[src/rtl/alu_seq.sv]
// Multi-cycle slice ALU: WIDTH-bit operands processed as 4-bit slices, SLICES per clock,
// with rippled carry, optional packed-BCD adjust, N/V/Z/C flags and valid/ready handshakes.
module alu_seq #(
  parameter int WIDTH  = 8,
  parameter int SLICES = 1,
  parameter bit DEC_EN = 1'b1
) (
  input  logic             clk,
  input  logic             rst_n,
  input  logic             in_valid,
  output logic             in_ready,
  input  logic [WIDTH-1:0] a,
  input  logic [WIDTH-1:0] b,
  input  logic             ci,
  input  logic             m,
  input  logic [3:0]       s,
  input  logic             d,
  output logic             out_valid,
  input  logic             out_ready,
  output logic [WIDTH-1:0] f,
  output logic             co,
  output logic             v,
  output logic             n,
  output logic             z
);

  localparam int NSTEP  = WIDTH / (4 * SLICES);
  localparam int STEP_W = (NSTEP > 1) ? $clog2(NSTEP) : 1;

  typedef enum logic [1:0] {IDLE, RUN, DONE} state_t;

  typedef struct packed {
    logic [3:0] f;
    logic       co;
    logic       v;
  } slice_t;

  // One 4-bit slice. Arithmetic uses the classic decomposition
  // F = (A | B&S0 | ~B&S1) + (A&~B&S2 | A&B&S3) + cin, which covers the whole table.
  function automatic slice_t slice_eval(
    input logic [3:0] na,
    input logic [3:0] nb,
    input logic       cin,
    input logic       arith,
    input logic [3:0] sel,
    input logic       dec
  );
    slice_t     r;
    logic [3:0] t1;
    logic [3:0] t2;
    logic [4:0] sum;
    logic [3:0] low3;
    r    = '0;
    t1   = na | (nb & {4{sel[0]}}) | (~nb & {4{sel[1]}});
    t2   = (na & ~nb & {4{sel[2]}}) | (na & nb & {4{sel[3]}});
    sum  = {1'b0, t1} + {1'b0, t2} + {4'b0, cin};
    low3 = {1'b0, t1[2:0]} + {1'b0, t2[2:0]} + {3'b0, cin};
    if (!arith) begin
      case (sel)
        4'b0000: r.f = ~na;
        4'b0001: r.f = ~(na | nb);
        4'b0010: r.f = ~na & nb;
        4'b0011: r.f = 4'h0;
        4'b0100: r.f = ~(na & nb);
        4'b0101: r.f = ~nb;
        4'b0110: r.f = na ^ nb;
        4'b0111: r.f = na & ~nb;
        4'b1000: r.f = ~na | nb;
        4'b1001: r.f = ~(na ^ nb);
        4'b1010: r.f = nb;
        4'b1011: r.f = na & nb;
        4'b1100: r.f = 4'hF;
        4'b1101: r.f = na | ~nb;
        4'b1110: r.f = na | nb;
        default: r.f = na;
      endcase
    end else begin
      r.f  = sum[3:0];
      r.co = sum[4];
      // Overflow always reflects the unadjusted binary sum.
      r.v  = low3[3] ^ sum[4];
      if (dec && sel[3]) begin
        if (sum > 5'd9) begin
          r.f  = sum[3:0] + 4'd6;
          r.co = 1'b1;
        end
      end else if (dec) begin
        if (!sum[4]) begin
          r.f  = sum[3:0] - 4'd6;
          r.co = 1'b0;
        end
      end
    end
    return r;
  endfunction

  state_t             state_q, state_d;
  logic [WIDTH-1:0]   a_q, b_q, f_q, f_nxt;
  logic [3:0]         s_q;
  logic               m_q, d_q, carry_q;
  logic [STEP_W-1:0]  step_q;
  logic               co_q, v_q, n_q, z_q;
  logic               c_chain, v_top, dec_act, last_step;
  slice_t             r;
  int                 base;

  assign dec_act   = DEC_EN && d_q && m_q && (s_q == 4'b1001 || s_q == 4'b0110);
  assign last_step = (step_q == STEP_W'(NSTEP - 1));

  // NOTE: every variable assigned in always_comb gets a default first so no latch is inferred.
  always_comb begin
    f_nxt   = f_q;
    c_chain = carry_q;
    v_top   = 1'b0;
    r       = '0;
    base    = 0;
    for (int k = 0; k < SLICES; k++) begin
      base    = (int'(step_q) * SLICES + k) * 4;
      r       = slice_eval(a_q[base +: 4], b_q[base +: 4], c_chain, m_q, s_q, dec_act);
      f_nxt[base +: 4] = r.f;
      c_chain = r.co;
      v_top   = r.v;
    end
  end

  // NOTE: sequential state uses non-blocking assignments so all registers update together.
  always_ff @(posedge clk or negedge rst_n) begin
    if (!rst_n) state_q <= IDLE;
    else        state_q <= state_d;
  end

  always_comb begin
    state_d = state_q;
    case (state_q)
      IDLE:    if (in_valid)  state_d = RUN;
      RUN:     if (last_step) state_d = DONE;
      DONE:    if (out_ready) state_d = IDLE;
      default: state_d = IDLE;
    endcase
  end

  always_comb begin
    in_ready  = (state_q == IDLE);
    out_valid = (state_q == DONE);
  end

  // Operand latches and result registers; reset clears everything so an abandoned
  // operation leaves nothing visible.
  always_ff @(posedge clk or negedge rst_n) begin
    if (!rst_n) begin
      a_q     <= '0;
      b_q     <= '0;
      s_q     <= '0;
      m_q     <= 1'b0;
      d_q     <= 1'b0;
      carry_q <= 1'b0;
      step_q  <= '0;
      f_q     <= '0;
      co_q    <= 1'b0;
      v_q     <= 1'b0;
      n_q     <= 1'b0;
      z_q     <= 1'b0;
    end else begin
      case (state_q)
        IDLE: if (in_valid) begin
          a_q     <= a;
          b_q     <= b;
          s_q     <= s;
          m_q     <= m;
          d_q     <= d;
          carry_q <= ci;
          step_q  <= '0;
        end
        RUN: begin
          f_q     <= f_nxt;
          carry_q <= c_chain;
          step_q  <= step_q + 1'b1;
          if (last_step) begin
            co_q <= m_q & c_chain;
            v_q  <= m_q & v_top;
            n_q  <= f_nxt[WIDTH-1];
            z_q  <= (f_nxt == '0);
          end
        end
        default: ;
      endcase
    end
  end

  assign f  = f_q;
  assign co = co_q;
  assign v  = v_q;
  assign n  = n_q;
  assign z  = z_q;

endmodule

[config.mk]
export PLATFORM = sky130hd
export DESIGN_NAME = alu_seq
export DESIGN_NICKNAME = d
export VERILOG_FILES = /design/src/rtl/alu_seq.sv
export SDC_FILE = /design/constraint.sdc
export NUM_CORES = 1
export LEC_CHECK = 0
export CAP_MARGIN = 20
export CORE_UTILIZATION = 50
export DETAILED_ROUTE_END_ITERATION = 16
export MAX_ROUTING_LAYER = met4
export PLACE_DENSITY = 0.74
export SKIP_CTS_REPAIR_TIMING = 1
export SLEW_MARGIN = 40
export SYNTH_ARGS = -nofsm -noshare
export SYNTH_HDL_FRONTEND = slang
export SYNTH_SLANG_ARGS = --single-unit
[constraint.sdc]
create_clock -name clk -period 4.6 [get_ports clk]
set_input_delay 0.46 -clock clk [delete_from_list [all_inputs] [get_ports clk]]
set_output_delay 0.46 -clock clk [all_outputs]
set_load 0.02 [all_outputs]
* Yosys cells after proc, flatten, opt, wreduce, memory -nomap -nowiden
Index checks and enable logic that the tools add are counted.
** Word-level totals
- Output and inout bits :: 14
- Register bits :: 38
** Cells by class
- Order comparisons :: 1
- Bitwise gates (word level) :: 22
- Shifts and indexed selects :: 4
- Reductions and logical operators :: 12
- Add/subtract/negate cells :: 8
- Multiplexer cells :: 16
- Equality and inequality tests :: 19
** Operators with widths (number)
- 4-bit case mux with 15 select lines :: 1
- 3-bit negator with 33-bit output :: 1
- 4-bit by 33-bit variable shift with 8-bit output, first input constant :: 1
- 4-bit by 33-bit indexed part select with 8-bit output :: 1
- 4-bit AND :: 7
- 4-bit == test, second input constant :: 7
- 4-bit bitwise OR :: 6
- 5-bit 2-to-1 mux :: 4
- 4-bit inverter :: 5
- 4-bit by 3-bit == test with 1-bit output, second input constant :: 4
- 8-bit by 4-bit indexed part select with 4-bit output :: 2
- 8-bit bitwise mux :: 1
- 4-bit by 2-bit == test with 1-bit output, second input constant :: 2
- 8-bit logical NOT :: 1
- 2-bit 2-to-1 mux :: 4
- 2-bit case mux with 3 select lines :: 1
- 2-bit AND reduction :: 3
- 4-bit by 4-bit adder with 5-bit output :: 1
- 5-bit by 1-bit adder with 5-bit output :: 1
- 5-bit by 4-bit > comparator with 1-bit output, second input constant :: 1
- 3-bit by 3-bit adder with 4-bit output :: 1
- 4-bit by 1-bit adder with 4-bit output :: 1
- 4-bit by 3-bit adder with 4-bit output, second input constant :: 1
- 4-bit by 1-bit == test with 1-bit output, second input constant :: 1
- other kinds (18) :: 24

* Depth between registers and ports, before layout
Gate-level depths: netlist (run 1).
- Depth after elaboration :: 15
- Mapped depth :: 17

* Worst setup path after synthesis (run 1)
Ideal clock, no wire load.
- Path kind :: flip-flop to flip-flop
- Start point :: register step_q, in the netlist last_step
- End point :: register z_q, in the netlist z
- Buffers on the path :: 2
- Setup slack :: 0.861 ns
- Stages on the path, launching flop included :: 17
- Arrival time :: 3.619 ns
- Required time :: 4.480 ns
- Library setup time :: 0.120 ns
- Path through :: dfrtp_1 > buf_2 > buf_2 > mux2i_1 > inv_1 > ha_1 > a22o_1 > fa_1 > xor2_1 > inv_1 > ha_1 > nand2_1 > or3b_1 > o21ai_1 > xnor2_1 > a22oi_2 > a31o_1
** On the way
- Cells in the longest elaborated chain, start to end :: 15
- Elaborated cells between the ends (all ways) :: 38
** Ends and longest elaborated chain
- start, declared :: line 101 : logic [STEP_W-1:0] step_q;
- start signal, assigned :: line 177 : step_q <= step_q + 1'b1;
- 8-bit by 4-bit indexed part select with 4-bit output :: line 119 : r = slice_eval(a_q[base +: 4], b_q[base +: 4], c_chain, m_q, s_q, dec_act);
- 4-bit inverter
- 4-bit AND :: line 55, 67
- 4-bit AND :: line 55 : t2 = (na & ~nb & {4{sel[2]}}) | (na & nb & {4{sel[3]}});
- 4-bit bitwise OR :: line 55
- 4-bit by 4-bit adder with 5-bit output :: line 56 : sum = {1'b0, t1} + {1'b0, t2} + {4'b0, cin};
- 5-bit by 1-bit adder with 5-bit output :: line 56
- 4-bit by 3-bit subtractor with 4-bit output :: line 89 : r.f = sum[3:0] - 4'd6;
- 5-bit 2-to-1 mux :: line 88 : if (!sum[4]) begin
- 5-bit 2-to-1 mux :: line 87 : end else if (dec) begin
- 5-bit 2-to-1 mux :: line 82 : if (dec && sel[3]) begin
- 4-bit 2-to-1 mux :: line 58 : if (!arith) begin
- 4-bit by 33-bit indexed part select with 8-bit output :: line 120 : f_nxt[base +: 4] = r.f;
- 8-bit bitwise mux :: line 120
- 8-bit logical NOT :: line 182 : z_q <= (f_nxt == '0);
- end signal, assigned :: line 182
- end, declared :: line 102 : logic co_q, v_q, n_q, z_q;
Parallel ways exist; a longest one is shown, timed or not.
A chain may end at the register's enable or synchronous reset.

* Worst setup path in the final report (run 1)
Same ends and word-level chain as after synthesis.

==> flow_summary.toml, run 1 <==
[run_status]
status = "finished clean"

[critical_path]
cp.required_ps = 4830
worstSetupEndpointType = "flip-flop"
startpoint = "last_step"
crit_type = "flip-flop to flip-flop"
r2r-start = "last_step"
path_max_fanout = 10
cp_data_arrival_time_ps = 4440
worstSetupStartpointType = "flip-flop"

[cells_and_area]
fin_nets = 404
diodes = 0
final_cell_mix = "clkdlybuf4s50_1 (39), dfrtp_1 (38), nand2_1 (29)"
drive_above_1_share_pct = 13.5
final_common_cell = "clkdlybuf4s50_1"
syn_to_final_growth_pct = 20.6

[route]
num_vias = 2549
ant_nets = 0
routedWlPerCell_microns = 16.5
routed_wl_microns = 7070
drt-vias-per-instance = 5.97
drc = 0
detail_route.first_pass.iterations = 5
first_iter_violations = 249

[timing]
min_period_over_period_pct = 91.4
fmax_mhz = 238
rsz0062_at_grt = "false"
fin_tns_setup_ps = 0
maxSlewViolCount = 0
max_slew_margin_pct = 62.2
setup_viol = 0
min_period_ps = 4200
hold_viol = 0
tightest_slew_ps = 552
finalClockSkew_ps = 2.82

[yosys]
yosysSeqAreaShare_pct = 32.9
async_reset_ff_share_pct = 100
postSynthAreaPerCell_sq_um = 8.99
synth_area_sq_um = 2890
syn_inst = 322
syn_nets = 372
yosys_warnings = 0
synthFlopType = "dfrtp_1"
synth_edf_count = 0
synth-seq-cells = 38
yosysUniqueCellTypes = 60

[global_route]
grt_pass1_wl_microns = 11800
grt_use_total_pct = 25.4
grt_max_degree = 39
grt_pass1_vias = 2496
overflow = 0
antenna_found_initial = 0

[clock_network]
clk_pin_slew_ps = 70
clock-sinks = 38
cts.htree.levels = 2
clk_latency_ps = 290
cts_made_buffers = 5
cts-root-buf = "clkbuf_8"
cts_tree = "done"
cts.path.max_buffers = 2

[die]
row_count = 27
ios = 41
die_w_microns = 78.1
die-area_sq_um = 6100
coreArea_sq_um = 5540
die_height_microns = 78.1
start_util_pct = 52.2

[placed_design]
gp_congestion = 0.936
place.port_buffers = 40
post-dp-hpwl_microns = 5160

[worst_hold_path]
hold_path_class = "input pin to async pin"

[run]
maxCapViolations = 0
-- cell families (layout without fill, tap and decap cells) --
family,Yosys count,count (layout),share of synthesized area [%]
and+or+nand+nor,106,106,18.9
buffers and inverters,41,74,5.66
adders and majority gates,23,23,10.5
xor gates and xnor gates,4,4,1.21
DFF,38,38,32.9
AOI/OAI and AO/OA,79,79,19.1
muxes,31,31,11.8
-- worst max-delay path, stage by stage, from the launching register on --
cell,delay [ps]
dfrtp_1,520
buf_4,240
mux2i_1,450
inv_1,160
ha_1,250
a22o_1,250
fa_1,440
xor2_1,270
inv_1,140
ha_1,240
a211oi_1,200
nor4bb_1,100
a2111oi_2,460
and4_1,280
a31o_1,140
-- layer usage --
layer	GRT usage, %	vias to the layer above	part of all wire (%)
met2	40.2	95	47
li1	-	1233	-
met3	3.49	13	5.3
met5	-	-	0
met4	8.70	0	1.6
met1	33.7	1208	46
-- Yosys cell counts, drive strengths merged, types with 3 or more instances --
cell type	n	area [sq um]
nor2	18	67.6
mux2i	7	70.1
dfrtp	38	951
clkbuf	13	48.8
nand2	29	109
nand3b	3	22.5
o211ai	7	52.6
inv	18	67.6
nor2b	4	25.0
nand2b	6	37.5
or2	3	18.8
nor3	14	70.1
and2	5	31.3
o21ai	16	80.1
nand3	7	35.0
ha	21	263
mux2	24	270
buf	10	47.6
a22o	3	26.3
a21oi	17	85.1
o31ai	6	45.0
xnor2	3	26.3
a211oi	5	37.5
-- path summary, 6_finish.rpt --
| path | slack [ps] | endpoint | cells past startpoint |
|---|---|---|---|
| max in group asynchronous | 4150 | s_q[0] | 1 |
| max | 400 | z | 14 |
| max reg2reg | 400 | z | 14 |
| min | 110 | v | 1 |
| min reg2reg | 490 | co | 2 |
| min in group clk | 490 | co | 2 |
-- sequential cells by signal, indices dropped and copies added, names as in the netlist --
signal	count
a_q	8
b_q	8
f	8
s_q	4
state_q	2
carry_q	1
co	1
d_q	1
last_step	1
m_q	1
n	1
v	1
z	1
-- final cells by class --
type / instances / area (sq um)
multi-input cells: 243 / 1780
fillers: 488 / 2050
well taps: 72 / 90.1
clock inverters: 2 / 60.1
inverters: 18 / 67.6
flip-flops and latches: 38 / 951
clock buffers: 6 / 82.6
repair buffers: 48 / 458
-- metrics by stage --
step	hold slack, ps	area (sq um)	utilization (%)	setup WS [ps]	std cells
3_5_place_dp	472	3340	60.4	532	419
5_1_grt	157	3490	63.0	135	427
3_3_place_gp	463	3340	60.3	689	419
4_1_cts	300	3490	62.9	474	427
6_report	115	3490	63.0	397	427
2_1_floorplan	164	2890	-	861	322
Power of run 1 is not shown: default switching activity piles up to over one toggle a cycle in this logic, so the estimate is an artifact.
==> run 2, diff against run 1 <==
--- a/config.mk
+++ b/config.mk
@@ -7,7 +7,9 @@
 export LEC_CHECK = 0
 export CAP_MARGIN = 20
 export CORE_UTILIZATION = 50
+export CTS_CLUSTER_SIZE = 20
 export DETAILED_ROUTE_END_ITERATION = 16
+export GPL_TIMING_DRIVEN = 0
 export MAX_ROUTING_LAYER = met4
 export PLACE_DENSITY = 0.74
 export SKIP_CTS_REPAIR_TIMING = 1
==> run 2 against run 1 <==
Effect of this change:
- worst hold slack worse by 41 ps
- cell count up 3.5%
- sequential cell count unchanged
- fmax down 2.2%
- sequential share of layout area down 0.097 points
- die area unchanged
- wire length up 3.6%
- critical path type unchanged
- clock skew up 4.0 ps
- register-to-register slack worse by 90 ps
- worst setup slack worse by 94 ps
==> flow_summary.toml, run 2 (synthesis results as in run 1) <==
[critical_path]
crit_type = "flip-flop to flip-flop"
reg2reg_slack_ps = 300
cp_data_arrival_time_ps = 4490
cp.required_ps = 4790
reg2reg_to = "z"
r2r-start = "last_step"
reg2reg_depth = 17
worstSetupEndpointType = "flip-flop"
path_max_fanout = 6
worstSetupStartpointType = "flip-flop"

[cells_and_area]
final_cell_count_no_fill = 442
final_common_cell = "clkdlybuf4s50_1"
diodes = 0
regArea_sq_um = 951
syn_to_final_growth_pct = 21.0
num-fill-cells = 506
utilization_pct = 63.2
multiInputGateArea_sq_um = 1780
drive_above_1_share_pct = 13.2
final_cell_mix = "clkdlybuf4s50_1 (39), dfrtp_1 (38), nand2_1 (29)"
fin_nets = 419

[route]
routed_wl_microns = 7320
ant_nets = 0
routedWlPerCell_microns = 16.6
first_iter_violations = 197
drc = 0
drt-vias-per-instance = 5.97
num_vias = 2638
detail_route.first_pass.iterations = 4

[die]
die-area_sq_um = 6100
ios = 41
die_height_microns = 78.1
coreArea_sq_um = 5540
start_util_pct = 52.2
die_w_microns = 78.1
row_count = 27

[timing]
finalClockSkew_ps = 6.83
setup_viol = 0
fin_tns_setup_ps = 0
rsz0062_at_grt = "false"
min_period_ps = 4300
fmax_mhz = 233
tightest_slew_ps = 783
maxSlewViolCount = 0
min_period_over_period_pct = 93.4
hold_viol = 0
max_slew_margin_pct = 46.3
whs_ps = 73.4

[placed_design]
post-dp-hpwl_microns = 5660
dp.cells = 435
gp_congestion = 0.913
place.port_buffers = 40

[worst_hold_path]
hold_path_class = "input pin to async pin"

[global_route]
antenna_found_initial = 0
grt_pass1_vias = 2579
overflow = 0
grt_max_degree = 26
grt_pass1_wl_microns = 12500
grt_use_total_pct = 27.4

[clock_network]
cts_tree = "done"
cts-root-buf = "clkbuf_8"
clk_latency_ps = 290
cts_made_buffers = 5
cts.htree.levels = 2
cts.path.max_buffers = 2
clock-sinks = 38
clk_pin_slew_ps = 80

[run]
maxCapViolations = 0

[run_status]
status = "finished clean"
[run 2: cell count changes in the layout (fill, tap and decap cells not counted), sizes merged]
| cell | before | now |
|---|---|---|
| bufinv | 2 | 0 |
| clkinv | 0 | 1 |
| clkbuf | 6 | 19 |
| clkinvlp | 0 | 1 |
| buf | 9 | 11 |
[run 2: final cells by class]
type                    instances  area share, %
multi-input cells             243           50.9
flip-flops and latches         38           27.2
repair buffers                 41           12.1
plain buffers                  22           2.64
well taps                      72           2.57
clock buffers                   6           2.36
inverters                      18           1.93
clock inverters                 2          0.357
[run 2: how the worst max path moves through the flow]
stage               startpoint  end
global route         last_step    z
finish               last_step    z
floorplan            last_step    z
CTS                     s_q[1]    z
detailed placement      s_q[1]    z
global placement        s_q[1]    z
[run 2: per-layer routing]
layer / track usage [%] / vias up / wire (microns)
met5: - / - / 0
met4: 13.5 / 0 / 228
met3: 5.23 / 22 / 416
met2: 40.4 / 96 / 3320
met1: 36.3 / 1256 / 3350
li1: - / 1264 / -
[run 2: stage by stage]
step / area, sq um / setup slack, ps
floorplan: 2890 / 861
CTS: 3500 / 226
detailed placement: 3410 / 257
global route: 3500 / 18.8
global placement: 3380 / 266
finish: 3500 / 303
[run 2: critical path: stages (launching register included)]
cell and delay (ps):
dfrtp_1 320, buf_2 200, mux2i_1 500, inv_1 180, ha_1 260, a22oi_1 240, fa_1 230, inv_1 60
fa_1 400, xor2_1 260, inv_1 140, ha_1 250, nand2_1 70, or3b_1 380, o21ai_1 170, xnor2_1 190
a22oi_2 120, a31o_1 230
Power of run 2 is left out for the same reason.
